## src/rtl/bcd_scan_pkg.sv

```systemverilog
// Shared constants and helpers for the BCD scan counter: active-low
// seven-segment codes ({a,b,c,d,e,f,g} on [6:0]), the blank code and
// small per-digit functions used by both the counter and the display mux.
package bcd_scan_pkg;

    localparam logic [6:0] Seg0     = 7'b0000001;
    localparam logic [6:0] Seg1     = 7'b1001111;
    localparam logic [6:0] Seg2     = 7'b0010010;
    localparam logic [6:0] Seg3     = 7'b0000110;
    localparam logic [6:0] Seg4     = 7'b1001100;
    localparam logic [6:0] Seg5     = 7'b0100100;
    localparam logic [6:0] Seg6     = 7'b0100000;
    localparam logic [6:0] Seg7     = 7'b0001111;
    localparam logic [6:0] Seg8     = 7'b0000000;
    localparam logic [6:0] Seg9     = 7'b0000100;
    localparam logic [6:0] SegBlank = 7'b1111111;

    // Non-BCD codes (10..15) never reach the display; show them blank anyway.
    function automatic logic [6:0] bcd_to_seg(input logic [3:0] digit);
        logic [6:0] code;
        case (digit)
            4'd0:    code = Seg0;
            4'd1:    code = Seg1;
            4'd2:    code = Seg2;
            4'd3:    code = Seg3;
            4'd4:    code = Seg4;
            4'd5:    code = Seg5;
            4'd6:    code = Seg6;
            4'd7:    code = Seg7;
            4'd8:    code = Seg8;
            4'd9:    code = Seg9;
            default: code = SegBlank;
        endcase
        return code;
    endfunction

    // Clamp a nibble to a legal BCD digit.
    function automatic logic [3:0] sat_digit(input logic [3:0] digit);
        return (digit > 4'd9) ? 4'd9 : digit;
    endfunction

endpackage

```

## src/rtl/bcd_scan_mux.sv

```systemverilog
// Multiplexed display driver: walks the digit index every SCAN_DIV cycles and
// registers the active-low anode and segment outputs for the selected digit.
// Optional macro BCD_SCAN_BLANK_EN blanks leading zero digits (never digit 0).
module bcd_scan_mux #(
    parameter int unsigned NUM_DIGITS = 4,
    parameter int unsigned SCAN_DIV   = 400_000
) (
    input  logic                    clk_i,
    input  logic                    rst_i,
    input  logic [4*NUM_DIGITS-1:0] count_i,
    output logic [6:0]              seg_o,
    output logic [NUM_DIGITS-1:0]   ga_o
);
    import bcd_scan_pkg::*;

    localparam int unsigned TW = (SCAN_DIV > 1) ? $clog2(SCAN_DIV) : 1;
    localparam int unsigned IW = (NUM_DIGITS > 1) ? $clog2(NUM_DIGITS) : 1;

    logic [TW-1:0]         tmr_q, tmr_d;
    logic [IW-1:0]         idx_q, idx_d;
    logic [6:0]            seg_q, seg_d;
    logic [NUM_DIGITS-1:0] ga_q, ga_d;
    logic [NUM_DIGITS-1:0] blank;
    logic [3:0]            digit;

`ifdef BCD_SCAN_BLANK_EN
    // Blank a digit when it and every digit above it are zero.
    always_comb begin
        logic lead;
        lead  = 1'b1;
        blank = '0;
        for (int k = NUM_DIGITS - 1; k > 0; k--) begin
            lead     = lead & (count_i[4*k +: 4] == 4'd0);
            blank[k] = lead;
        end
    end
`else
    assign blank = '0;
`endif

    // Scan timer/index advance and the decode of the currently selected digit.
    always_comb begin
        tmr_d = tmr_q + 1'b1;
        idx_d = idx_q;
        if (tmr_q == TW'(SCAN_DIV - 1)) begin
            tmr_d = '0;
            idx_d = (idx_q == IW'(NUM_DIGITS - 1)) ? '0 : idx_q + 1'b1;
        end
        digit = count_i[4*idx_q +: 4];
        ga_d  = ~(NUM_DIGITS'(1) << idx_q);
        seg_d = blank[idx_q] ? SegBlank : bcd_to_seg(digit);
    end

    // Scan state and registered display outputs.
    always_ff @(posedge clk_i or posedge rst_i) begin
        if (rst_i) begin
            tmr_q <= '0;
            idx_q <= '0;
            seg_q <= SegBlank;
            ga_q  <= '1;
        end else begin
            tmr_q <= tmr_d;
            idx_q <= idx_d;
            seg_q <= seg_d;
            ga_q  <= ga_d;
        end
    end

    assign seg_o = seg_q;
    assign ga_o  = ga_q;

endmodule

```

## src/rtl/bcd_scan_counter.sv

```systemverilog
// Multi-digit BCD up/down counter with prescaled count steps, synchronous
// clear/load and a scanned seven-segment display (bcd_scan_mux).
// Optional macro BCD_SCAN_BLANK_EN enables leading-zero blanking.
module bcd_scan_counter #(
    parameter int unsigned NUM_DIGITS = 4,
    parameter int unsigned TICK_DIV   = 100_000_000,
    parameter int unsigned SCAN_DIV   = 400_000
) (
    input  logic                    clk,
    input  logic                    rst,
    input  logic                    en,
    input  logic                    up_dn,
    input  logic                    clr,
    input  logic                    load,
    input  logic [4*NUM_DIGITS-1:0] load_val,
    output logic [4*NUM_DIGITS-1:0] count_bcd,
    output logic                    wrap,
    output logic [6:0]              seg,
    output logic [NUM_DIGITS-1:0]   ga
);
    import bcd_scan_pkg::*;

    localparam int unsigned PW = $clog2(TICK_DIV);
    localparam int unsigned CW = 4 * NUM_DIGITS;

    logic [PW-1:0] presc_q, presc_d;
    logic [CW-1:0] count_q, count_d;
    logic [CW-1:0] inc_val, dec_val, sat_val;
    logic          wrap_q, wrap_d;
    logic          inc_wrap, dec_wrap;
    logic          tick;

    assign tick = en & (presc_q == PW'(TICK_DIV - 1));

    // Candidate next counts: ripple-carry increment, ripple-borrow decrement, clamped load.
    always_comb begin
        logic carry;
        logic borrow;
        carry   = 1'b1;
        borrow  = 1'b1;
        inc_val = count_q;
        dec_val = count_q;
        sat_val = load_val;
        for (int k = 0; k < NUM_DIGITS; k++) begin
            if (carry) begin
                if (count_q[4*k +: 4] == 4'd9) begin
                    inc_val[4*k +: 4] = 4'd0;
                end else begin
                    inc_val[4*k +: 4] = count_q[4*k +: 4] + 4'd1;
                    carry             = 1'b0;
                end
            end
            if (borrow) begin
                if (count_q[4*k +: 4] == 4'd0) begin
                    dec_val[4*k +: 4] = 4'd9;
                end else begin
                    dec_val[4*k +: 4] = count_q[4*k +: 4] - 4'd1;
                    borrow            = 1'b0;
                end
            end
            sat_val[4*k +: 4] = sat_digit(load_val[4*k +: 4]);
        end
        // Carry/borrow out of the top digit means all-9s or all-0s rolled over.
        inc_wrap = carry;
        dec_wrap = borrow;
    end

    // Next state with priority clr > load > tick; only a tick can wrap.
    always_comb begin
        presc_d = presc_q;
        count_d = count_q;
        wrap_d  = 1'b0;
        if (clr) begin
            presc_d = '0;
            count_d = '0;
        end else if (load) begin
            presc_d = '0;
            count_d = sat_val;
        end else if (tick) begin
            presc_d = '0;
            count_d = up_dn ? inc_val : dec_val;
            wrap_d  = up_dn ? inc_wrap : dec_wrap;
        end else if (en) begin
            presc_d = presc_q + 1'b1;
        end
    end

    // Counter state registers.
    always_ff @(posedge clk or posedge rst) begin
        if (rst) begin
            presc_q <= '0;
            count_q <= '0;
            wrap_q  <= 1'b0;
        end else begin
            presc_q <= presc_d;
            count_q <= count_d;
            wrap_q  <= wrap_d;
        end
    end

    assign count_bcd = count_q;
    assign wrap      = wrap_q;

    bcd_scan_mux #(
        .NUM_DIGITS(NUM_DIGITS),
        .SCAN_DIV  (SCAN_DIV)
    ) u_scan_mux (
        .clk_i  (clk),
        .rst_i  (rst),
        .count_i(count_q),
        .seg_o  (seg),
        .ga_o   (ga)
    );

endmodule

```

## config.mk

```make
export PLATFORM = sky130hd
export DESIGN_NAME = bcd_scan_counter
export DESIGN_NICKNAME = d
export VERILOG_FILES = /design/src/rtl/bcd_scan_pkg.sv /design/src/rtl/bcd_scan_mux.sv /design/src/rtl/bcd_scan_counter.sv
export SDC_FILE = /design/constraint.sdc
export NUM_CORES = 1
export LEC_CHECK = 0
export CAP_MARGIN = 20
export CORE_MARGIN = 3
export CORE_UTILIZATION = 52
export CTS_BUF_LIST = sky130_fd_sc_hd__clkbuf_16
export DETAILED_ROUTE_END_ITERATION = 8
export PLACE_DENSITY = 0.77
export SETUP_SLACK_MARGIN = 0.05
export SLEW_MARGIN = 20
export SYNTH_ARGS = -nofsm -noshare
export SYNTH_HDL_FRONTEND = slang
export SYNTH_SLANG_ARGS = --single-unit
```

## constraint.sdc

```tcl
create_clock -name clk -period 2.2 [get_ports clk]
set_input_delay 0.44 -clock clk [delete_from_list [all_inputs] [get_ports clk]]
set_output_delay 0.44 -clock clk [all_outputs]
set_load 0.05 [all_outputs]
```

# Word level (Yosys, flattened, before mapping)
# Memory sizes are Yosys's and may differ from the RTL's. A register that Yosys moved wholly into a read port is not among the register bits.
# Index checks and enable logic that the tools add are counted.
# op_classes
add_sub_neg	11
bitwise_logic	2
shifts	2
muxes	46
n_reduce_logical	12
eq_ne	10
magnitude_cmp	4
# op_table
op	n
27-bit 2-to-1 mux	4
4-bit 2-to-1 mux	18
16-bit 2-to-1 mux	4
27-bit by 1-bit adder with 27-bit output (second input constant)	1
27-bit == test (second input constant)	1
19-bit by 1-bit adder with 19-bit output (second input constant)	1
19-bit == test (second input constant)	1
19-bit 2-to-1 mux	1
1-bit 2-to-1 mux	18
4-bit by 1-bit adder with 4-bit output (second input constant)	4
4-bit == test (second input constant)	4
4-bit > comparator (second input constant)	4
4-bit zero test	4
4-bit nonzero test	4
16-bit by 5-bit variable part select with 4-bit output	1
4-bit by 1-bit subtractor with 4-bit output (second input constant)	4
4-bit by 1-bit != test with 1-bit output (second input constant)	3
3-bit AND reduction	3
4-bit NOT	1
1-bit by 2-bit << shifter with 4-bit output (first input constant)	1
3-bit nonzero test	1
2-bit by 1-bit adder with 2-bit output (second input constant)	1
2-bit == test (second input constant)	1
2-bit 2-to-1 mux	1
1-bit AND	1
# word_totals
memories	1
regBits	69
output_inout_bits	28
wordCells	97
mem_bits_ro	112
# memory_table
memory	words	word_bits	rd	rd_ports_with_merged_regs	wr	line_no	source
(name not given)	16	7	1	1	0	bcd_scan_pkg.sv:21	case (digit)

# Depth between registers and ports, before layout
# logic_depth
ltp_word	9
mapped_depth	8

# Hierarchy
# Synthesis repeated with hierarchy kept, for this count alone.
# hier_totals
cells_unflattened	516
area_unflattened_um2	4868.4
# modules_own_cells
module	seq_area_each_um2	n_inst	area_each_um2	cells_per_inst
bcd_scan_counter	1101.1	1	3169.3	364
bcd_scan_mux	814.5	1	1699.1	152

# Least setup slack after synthesis
# OpenSTA, ideal clock, no wires.
# synth_timing
kind	reg2reg
from	register count_q[0], in the netlist count_bcd[0]
to	register count_q[9], in the netlist count_bcd[9]
path_buffers	0
t_required_ps	2123
path_slack_ps	-382
setup_time_ps	77
period_less_slack_ps	2582
path_stages_with_launch	7
arrival_ps	2506
path_cell_list	dfrtp_1 > ha_1 > nand2b_1 > or4_1 > a2111oi_4 > mux2_2 > o21ai_1
# synth_via
elab_chain_cells	5
elab_cells_between_ends	9
# synth_lines
element	line_no	source
start: declaration	bcd_scan_counter.sv:27	logic [CW-1:0] count_q, count_d;
start signal: assignment	bcd_scan_counter.sv:96	count_q <= count_d;
4-bit == test / 4-bit zero test (equally long branches)	bcd_scan_counter.sv:46, bcd_scan_counter.sv:54	
1-bit 2-to-1 mux, on equally long branches	bcd_scan_counter.sv:46, bcd_scan_counter.sv:54	
1-bit 2-to-1 mux, on equally long branches	bcd_scan_counter.sv:45, bcd_scan_counter.sv:53	
4-bit by 1-bit != test with 1-bit output (no source line) / 4-bit nonzero test (equally long branches)	-	
3-bit AND reduction (no source line) *	-	
# Every way passes the cells marked *; elsewhere a longest branch is shown, timed or not.
# A chain may end at the register's enable or synchronous reset.

# Worst setup path after layout
# layout_timing
from	register count_q[5], in the netlist count_bcd[5]
to	register count_q[9], in the netlist count_bcd[9]
# Same word-level chain as after synthesis.

==> summary.txt <==
outcome - finished with violations
violations in the final reports - negative setup slack
clk_lat worst skew - 340 ps
met3 global-route usage - 3.924%
family of cells with the greatest summed delay on the critical path - simple AND/OR/NAND/NOR gates
first-pass GRT wire length - 21090 um
sort of element at the start of the critical path - flop
Total Routed Length - 12950 um
number of buffers added by the clock tree synthesis step - 9
DR DRC count - 0
worst r2r path cells - 8
most crowded layer after global routing - met2
combined area of the multi-input logic cells - 2861 sq um
Die Y - 102.6 um
synthesized instance count - 524
source of the worst register-to-register timing path - count_bcd[5]
worst r2r dst - count_bcd[9]
count of pins over their slew limit - 0
Synth Cell Area - 4852 sq um
internal portion of total power - 2.735 mW
share of power burned in combinational logic - 19.2%
Synth cell types - 64
kind of end point of the critical path - flop
number of core rows - 34
core region area - 8891 sq um
Max Root-Sink Buffers - 2
register bit total from synthesis - 76
Bufs and invs on worst path - 2
Via density - 5.963
number of ports placed on the die boundary - 50
data required time at the worst endpoint - 2460 ps
switching part of the total power - 28.58%
transition time at the pin with the least slew margin - 568.7 ps
Worst Setup Slack, final - -41.15 ps
routability congestion estimate - 0.9192
net count of the mapped netlist - 571
startpoint of the tightest hold check path - u_scan_mux.tmr_q[14]
share of flip-flops with an asynchronous set or reset after synthesis - 100.0%
sequential share of the synthesized area - 39.48%
Clock Tree Root - sky130_fd_sc_hd__clkbuf_16
setup violation total in the final timing report - 4
Chip Width - 102.6 um
maximum cell stage delay along the critical path - 450 ps
clock network fraction of total power - 41.8%
mean area per synthesized cell - 9.260 sq um
class of the tightest hold or removal check - reg2reg
Worst R2R Setup Slack - -40 ps
average wire per standard cell - 17.67 um
met1 usage in global routing - 31.83%
count of flip-flops with a built-in enable after synthesis - 0
maximum fanout encountered on the critical timing path - 3
number of cells on the critical path - 8
Pwr Density - 603.1 nW/um^2
total number of yosys warnings - 0
First-pass DRT Iterations - 5
Antenna Cells - 0
worst relative slew slack - 61.79%
timing-limited maximum frequency - 0.4462 GHz
post-detail-place hpwl - 8767 um
max-cap viol count - 0
Sequential Power Share - 38.9%
largest net degree at the start of global routing - 26
Congestion Overflow GR - 0
clock tree from TritonCTS - built
worst setup path startpoint - count_bcd[5]
final-stage net count - 667
register cell area after layout - 1928 sq um
number of antenna violations at the first check in global routing - 0
CTS H-Tree Depth - 3
cell depth of the worst min-delay path - 1
LEAKAGE - 2.745 nW
met2 Resource Use GR - 43.84%
endpoint arrival time on the critical path - 2500 ps
number of routed nets with antenna violations - 0
via count - 4371
clock transition at the registers of the reported paths - 60 ps
Setup CP Type - reg2reg
Worst VDD drop - 0.0003212 V
skew final - 6.052 ps
RSZ-0062 raised after global routing - yes
count of final hold-check violations - 0
end-of-flow core utilization - 71.42%
Main synth FF type - sky130_fd_sc_hd__dfrtp_1
proportion of layout cells with a drive suffix above 1 - 22.40%
WHS Endpoint - u_scan_mux.tmr_q[14]
portion of the clock cycle consumed by the worst path in the final layout - 101.9%
Post-Route Hold Slack - 510.0 ps
critical-path cell with the highest stage delay - sky130_fd_sc_hd__or4_4
via count of the first global-routing pass - 4417
net switching component of the power - 1.095 mW
Total Die Area - 10530 sq um
synthesis-to-layout area growth - 30.87%
min Tclk post-route - 2241 ps
number of violations reported at the end of detailed-routing iteration 0 - 315
global router's overall resource usage - 25.30%
clk sink count - 76
effective utilization at floorplan - 54.57%
sequence of cells on the critical path - inv_2, ha_4, nand3b_1, or4_4, a2111oi_4, buf_4, mux2_4, o21ai_2
fillers - 634
quantity of I/O buffers inserted on ports - 49
## Yosys cell counts (4+ instances only)
master / n / share of area [%]
sky130_fd_sc_hd__xor2_1: 16 / 2.9
sky130_fd_sc_hd__dfrtp_1: 65 / 34
sky130_fd_sc_hd__nand3_1: 20 / 2.1
sky130_fd_sc_hd__ha_1: 25 / 6.4
sky130_fd_sc_hd__mux4_2: 5 / 2.3
sky130_fd_sc_hd__inv_1: 34 / 2.6
sky130_fd_sc_hd__clkbuf_1: 15 / 1.2
sky130_fd_sc_hd__nand2b_1: 6 / 0.77
sky130_fd_sc_hd__nand2_1: 39 / 3.0
sky130_fd_sc_hd__a31oi_1: 7 / 0.90
sky130_fd_sc_hd__nand3b_1: 4 / 0.62
sky130_fd_sc_hd__nor4_1: 9 / 1.2
sky130_fd_sc_hd__nor2_1: 66 / 5.1
sky130_fd_sc_hd__nand4_1: 10 / 1.3
sky130_fd_sc_hd__nor3b_1: 4 / 0.62
sky130_fd_sc_hd__nor2b_1: 5 / 0.64
sky130_fd_sc_hd__o31ai_1: 5 / 0.77
sky130_fd_sc_hd__nor3_1: 14 / 1.4
sky130_fd_sc_hd__o21ai_0: 20 / 2.1
sky130_fd_sc_hd__xnor2_1: 25 / 4.5
sky130_fd_sc_hd__mux2i_1: 14 / 2.9
sky130_fd_sc_hd__and3_1: 10 / 1.3
sky130_fd_sc_hd__dfstp_2: 11 / 6.0
sky130_fd_sc_hd__a21oi_1: 20 / 2.1
sky130_fd_sc_hd__or3_1: 6 / 0.77
sky130_fd_sc_hd__nor4b_1: 6 / 1.1
## logic make-up (layout without fill, tap and decap cells)
group / Yosys count / count (layout) / synth area share [%]
AOI/OAI and AO/OA: 89 / 89 / 13.28
xor gates and xnor gates: 41 / 41 / 7.401
adders and majority gates: 25 / 25 / 6.447
buffers and inverters: 58 / 159 / 5.002
DFF: 76 / 76 / 39.48
muxes: 20 / 20 / 5.441
and+or+nand+nor: 215 / 215 / 22.95
## through the flow
step           instances  total power, mW  cell area, sq um  setup WS (ps)  TNS (ps)
6_report             733            3.830              6350         -41.15    -55.55
5_1_grt              733            3.966              6350         -108.9    -655.7
4_1_cts              730            3.817              6245         -30.96    -63.70
3_5_place_dp         712            2.215              5874         -449.2    -10190
3_3_place_gp         712            2.196              5874         -370.7     -9199
2_1_floorplan        524            1.946              4926         -165.1    -359.0
## sequential cells by signal, summed over array words and instances, names as in the netlist
| register | count |
|---|---|
| u_scan_mux.ga_o | 4 |
| u_scan_mux.seg_o | 7 |
| u_scan_mux.tmr_q | 19 |
| presc_q | 27 |
| wrap | 1 |
| count_bcd | 16 |
| u_scan_mux.idx_q | 2 |
## power groups by stage
stage	registers [mW]	logic [mW]	clock network, mW
2_1_floorplan	1.64	0.302	0
3_3_place_gp	1.51	0.683	0
3_5_place_dp	1.52	0.700	0
4_1_cts	1.49	0.717	1.61
5_1_grt	1.50	0.788	1.68
6_report	1.49	0.737	1.60
## how the worst max path moves through the flow
stage,endpoint,slack [ps]
4_1_cts,count_bcd[11],-30
3_5_place_dp,count_bcd[11],-450
5_1_grt,count_bcd[9],-110
6_report,count_bcd[9],-40
3_3_place_gp,count_bcd[11],-370
2_1_floorplan,count_bcd[9],-170
## layout by cell type (no fill, tap or decap), types with 10 or more instances in the layout
master / instances
sky130_fd_sc_hd__clkdlybuf4s50_1: 34
sky130_fd_sc_hd__ha_1: 21
sky130_fd_sc_hd__inv_1: 30
sky130_fd_sc_hd__buf_4: 59
sky130_fd_sc_hd__dfstp_2: 11
sky130_fd_sc_hd__a21oi_1: 19
sky130_fd_sc_hd__xnor2_1: 25
sky130_fd_sc_hd__nor2_1: 65
sky130_fd_sc_hd__o21ai_0: 18
sky130_fd_sc_hd__nand2_1: 39
sky130_fd_sc_hd__mux2i_1: 12
sky130_fd_sc_hd__dfrtp_1: 55
sky130_fd_sc_hd__xor2_1: 16
sky130_fd_sc_hd__nand3_1: 20
sky130_fd_sc_hd__nand4_1: 10
sky130_fd_sc_hd__dfrtp_2: 10
sky130_fd_sc_hd__nor3_1: 13
sky130_fd_sc_hd__and3_1: 10
## metal layers
layer / routed length, um / share of wire, % / vias to the layer above
met5: 0 / 0 / -
li1: - / - / 2052
met2: 6484 / 50 / 163
met4: 286 / 2.2 / 0
met3: 660 / 5.1 / 26
met1: 5521 / 43 / 2130
## area by class of cell
type                       count  area share (%)
multi-input combinational    390           45.06
sequential                    76           30.36
timing repair buffer         108           15.35
clock buffer                   9           3.547
inverter                      35           2.128
tap                          108           2.128
clock inverter                 7           1.419
## repair_timing
| action | 4_1_cts | 5_1_grt |
|---|---|---|
| setup endpoints to repair | 13 | 43 |
| hold endpoints to repair | 0 | 0 |
| hold buffers | 0 | 0 |
| buffers inserted | 2 | 3 |
| resized for setup | 17 | 23 |
| pin swaps | 3 | 1 |
No activity file was read; power rests on OpenSTA's default activity.
